File: src/rtl/clock_div_stage.sv
// rtl/clock_div_stage.sv - single divide-by-two toggle flop
//
// Purpose: one bit of the power-of-two divider chain. The flop flips on a
// clk_in rising edge whenever toggle_en is high, and clears at once on reset.
// Ports:
//   clk_in    - source clock, rising edge active
//   rst       - asynchronous active-low reset, clears q
//   toggle_en - when 1, q inverts on the next clk_in rising edge
//   q         - registered stage output
module clock_div_stage (
  input  logic clk_in,
  input  logic rst,
  input  logic toggle_en,
  output logic q
);

  logic r_q;

  always_ff @(posedge clk_in or negedge rst) begin
    if (!rst) begin
      r_q <= 1'b0;
    end else if (toggle_en) begin
      r_q <= ~r_q;
    end
  end

  assign q = r_q;

endmodule

File: src/rtl/clock_div_two.sv
// rtl/clock_div_two.sv - phase-aligned /2 /4 /8 /16 clock divider
//
// Purpose: four divided clocks built as a synchronous 4-bit up-counter made
// of toggle flops. Every output is a flop output clocked by clk_in, so all
// outputs change on the same clk_in rising edge with no ripple skew.
// Ports:
//   clk_in     - source clock, rising edge active
//   rst        - asynchronous active-low reset; all outputs 0 while low
//   clk_div_2  - clk_in / 2,  50% duty
//   clk_div_4  - clk_in / 4,  50% duty
//   clk_div_8  - clk_in / 8,  50% duty
//   clk_div_16 - clk_in / 16, 50% duty
module clock_div_two (
  input  logic clk_in,
  input  logic rst,
  output logic clk_div_2,
  output logic clk_div_4,
  output logic clk_div_8,
  output logic clk_div_16
);

  localparam int NUM_STAGES = 4;

  logic [NUM_STAGES-1:0] w_cnt;
  logic [NUM_STAGES-1:0] w_toggle_en;

  // Stage k toggles when every lower bit is 1 (carry of a binary counter).
  // Each enable is a direct AND of stage outputs rather than a chain through
  // w_toggle_en, so no signal feeds back into its own vector.
  for (genvar k = 0; k < NUM_STAGES; k++) begin : g_stage
    if (k == 0) begin : g_first
      assign w_toggle_en[k] = 1'b1;
    end else begin : g_rest
      assign w_toggle_en[k] = &w_cnt[k-1:0];
    end

    clock_div_stage u_stage (
      .clk_in    (clk_in),
      .rst       (rst),
      .toggle_en (w_toggle_en[k]),
      .q         (w_cnt[k])
    );
  end

  assign clk_div_2  = w_cnt[0];
  assign clk_div_4  = w_cnt[1];
  assign clk_div_8  = w_cnt[2];
  assign clk_div_16 = w_cnt[3];

endmodule

File: config.mk
export PLATFORM = sky130hd
export DESIGN_NAME = clock_div_two
export DESIGN_NICKNAME = d
export VERILOG_FILES = /design/src/rtl/clock_div_stage.sv /design/src/rtl/clock_div_two.sv
export SDC_FILE = /design/constraint.sdc
export NUM_CORES = 1
export LEC_CHECK = 0
export CORE_AREA = 2 2 39 41
export DETAILED_ROUTE_END_ITERATION = 10
export DIE_AREA = 0 0 41 43
export HOLD_SLACK_MARGIN = 0.12
export PLACE_DENSITY = 0.3
export SETUP_SLACK_MARGIN = 0.1
export SYNTH_ARGS = -nofsm -noshare
export SYNTH_HDL_FRONTEND = slang
export SYNTH_HIERARCHICAL = 1
export SYNTH_SLANG_ARGS = --single-unit
File: constraint.sdc
create_clock -name clk_in -period 1.2 [get_ports clk_in]
set_clock_uncertainty 0.05 [all_clocks]
set_input_delay 0.18 -clock clk_in [delete_from_list [all_inputs] [get_ports clk_in]]
set_output_delay 0.18 -clock clk_in [all_outputs]
set_load 0.05 [all_outputs]
[Word level (Yosys, flattened, before mapping)]
Index checks and enable logic that the tools add are counted.
Storage, ports and cells
  bits in registers: 4
  bits of input ports: 2
  word-level logic and storage cells: 10
  output and inout bits: 4
Operators by class
  reduce and logical (&&, ||, !) cells: 2
  bitwise logic cells: 4
Operators by type and width (count)
  1-bit NOT: 4
  3-bit AND reduction: 1
  2-bit AND reduction: 1

[Longest topological paths before layout]
Gate-level depths: netlist of run 1.
  word-level depth: 1
  gate-level depth with buffers: 2
  depth with buffers taken out: 2

[Cells and area by module]
The synthesis of run 1 kept the hierarchy.
By module, submodules not included
  clock_div_stage: sequential area each 25.0 um^2, area each 33.8 um^2, cells an instance 2, instances 4
  clock_div_two: sequential area each 0.0 um^2, area each 16.3 um^2, cells an instance 3, instances 1

[Worst setup path after synthesis of run 1]
Ideal clock, no wire load.
  path kind: flip-flop to flip-flop
  from: register g_stage[0].u_stage.r_q
  to: register g_stage[3].u_stage.r_q
  path buffers: 0
  library setup time: 0.082 ns
  slack: 0.027 ns
  data required time: 1.068 ns
  data arrival time: 1.041 ns
  cell stages (with the launch flop): 3
  clock period less this slack: 1.173 ns
  cell sequence: dfrtp_1 and3_1 xor2_1
On the way
  longest elaborated chain between the ends: 1
Ends and longest elaborated chain
  start: declaration: RTL line clock_div_stage.sv:17  | logic r_q;
  start signal: assignment: RTL line clock_div_stage.sv:23  | r_q <= ~r_q;
  3-bit AND reduction: RTL line clock_div_two.sv:34  | assign w_toggle_en[k] = &w_cnt[k-1:0];
  named net w_toggle_en[3]: RTL line clock_div_two.sv:25  | logic [NUM_STAGES-1:0] w_toggle_en;
  end signal: assignment: RTL line clock_div_stage.sv:23
  end: declaration: RTL line clock_div_stage.sv:17
The timed path passes the listed nets, and every way through them passes these cells.
A chain may end at the register's enable or synchronous reset.

[Worst setup path in the final report of run 1]
  from: register g_stage[1].u_stage.r_q
  to: output port clk_div_4
RTL lines
  start: declaration: RTL line clock_div_stage.sv:17
  start signal: assignment: RTL line clock_div_stage.sv:23
  end: declaration: RTL line clock_div_two.sv:17  | output logic clk_div_4,
No word-level cell between the ends.

==> run metrics, run 1 <==
Worst-path clk slew=0.04 ns; r2r setup slk=0.18 ns; Final period util=87.58%; H-tree levels=1; final setup vio count=0; sequential-to-total area share from yosys stat=66.12%; Worst Reg2Reg Path Length in Cells=3; CTS tree=yes; initial antenna violation count=0; CP Max Fanout=4; Final GP Congestion=0.5414; CTS sink count=4; grt ovf=0; mean post-synth cell area=13.76 um2; Setup crit end=clk_div_4; gr usage total=4.238%; Starting Density=10.94%; Worst Path Arrival=0.82 ns; CTS Buffer Depth=2; highest clock rate=951.5 MHz; layout cells sized above 1=52.17%; Die H=43 um; fin crit period=1.051 ns; root buffer selected by CTS=clkbuf_4; total of max-cap violations=0; complex-gate fraction of the synthesized area=0%; Post-Route WL=272 um; critical path's slowest cell=dfrtp_2; Area growth syn-to-layout=109.1%; initial drt markers=0; Std-Cell Rows=14; WL/cell=6.974 um; GR peak layer=met3; #FFs+latches synth=4; Vias/cell=2.923; antenna cells=0; largest net degree at the start of global routing=6; Worst setup SP type=register; max FFs per register=4; kind of end point of the critical path=output port; most frequent cells in the layout=xor2_1 (4), buf_12 (4), clkbuf_4 (3), dfrtp_2 (3), buf_4 (2); drt first pass iters=1; die span in x=41 um; die area=1763 um2; Synth Area in XOR/XNOR=23.14%; Mapped Area=151.4 um2; # DRC=0; Port Buf Inserts=5; Resize count post-CTS=0; CTS buffer count=3; Setup Crit Path Kind=register to output port; vias in the first global route=109; Vias=114; Distinct cells, synth=5; critical-path cell list=buf_12; Ys Warns=6; Synth Area in Simple Gates=8.264%; grt met1 use=5.229%; mux share of post-synthesis cell area=0%; worst skew pair latency=0.23 ns; core box area=1384 um2; Layout fillers=140; GR Util met2=4.063%; post-route ant nets=0; Synth Instances=11; Setup TNS=0 ns; RSZ-0062 raised after global routing=false; Worst Path Buf+Inv=1; Final #Nets=26; post-synthesis adder-cell area fraction=0%; Final Hold Vio Count=0; net count after synthesis=13; Top-Level Pins=6; CP startpoint=g_stage[1].u_stage/q; CP required=0.97 ns; global-route wire length before repair=441 um; Critical R2R Capture=g_stage[2].u_stage/q; CP delay by family, top=flip-flops; reg2reg start=g_stage[0].u_stage/q; outcome=completed; CP Depth=1; Final Max Slew Viols=0; hold crit path type=register to register; met3 GRT Util=6.806%; Critical Path Max Stage Delay=0.43 ns; largest family of logic cells by synthesized area=XOR/XNOR gates
synth_stat cells:
| cell type | instances | area share (%) |
|---|---|---|
| dfrtp_1 | 4 | 66 |
| xor2_1 | 4 | 23 |
| and2_1 | 1 | 4.1 |
| and3_1 | 1 | 4.1 |
| conb_1 | 1 | 2.5 |
layout make-up:
cell class | instances | area [um2] | area share [%]
timing repair buffer | 8 | 115.1 | 36.36
multi-input combinational | 7 | 51.30 | 16.21
tap | 16 | 20.02 | 6.324
sequential | 4 | 103.9 | 32.81
clock buffer | 4 | 26.28 | 8.300
timing repair:
action	CTS	global route
buffers inserted	0	2
endpoints found under the hold margin	4	0
setup endpoints to repair	0	1
hold buffers	1	0
kinds of logic (layout without fill, tap and decap cells):
| family | after synthesis | after routing |
|---|---|---|
| AND/OR/NAND/NOR | 2 | 2 |
| other | 1 | 1 |
| XOR/XNOR | 4 | 4 |
| buffers and inverters | 0 | 12 |
| flip-flops | 4 | 4 |
layer usage:
metal / wire (um) / part of all wire, % / up-vias
li1: - / - / 60
met1: 133 / 49 / 48
met2: 98 / 36 / 6
met3: 40 / 15 / 0
met4: 0 / 0 / 0
met5: 0 / 0 / -
metrics by stage:
step | setup slack (ns) | hold WS (ns) | cells | utilization (%) | area [um2]
floorplan | 0.1500 | -0.1656 | 11 | - | 155.1
global placement | 0.2542 | 0.3534 | 32 | 19.17 | 265.3
detailed placement | 0.2653 | 0.3450 | 32 | 19.17 | 265.3
CTS | 0.1091 | 0.4568 | 37 | 21.79 | 301.5
global route | 0.1146 | 0.4633 | 39 | 22.88 | 316.6
finish | 0.1490 | 0.4545 | 39 | 22.88 | 316.6
worst min-delay path by stage:
stage	startpoint	end	slack [ns]	cells past startpoint
after floorplan	rst	g_stage[0].u_stage/q	-0.17	0
after global routing	g_stage[2].u_stage/q	g_stage[2].u_stage/q	0.46	1
final	g_stage[2].u_stage/q	g_stage[2].u_stage/q	0.45	1
after detailed placement	rst	g_stage[3].u_stage/q	0.34	1
after global placement	rst	g_stage[3].u_stage/q	0.35	1
after CTS	g_stage[2].u_stage/q	g_stage[2].u_stage/q	0.46	1
Power of run 1 is not shown: default switching activity piles up to over one toggle a cycle in this logic, so the estimate is an artifact.
==> run 2, diff against run 1 <==
CTS_CLUSTER_SIZE = 14   (was default)
==> results of run 2 <==
Same layout as run 1: the final DEF is identical, and so are final timing and power.
Power of run 2 is left out for the same reason.
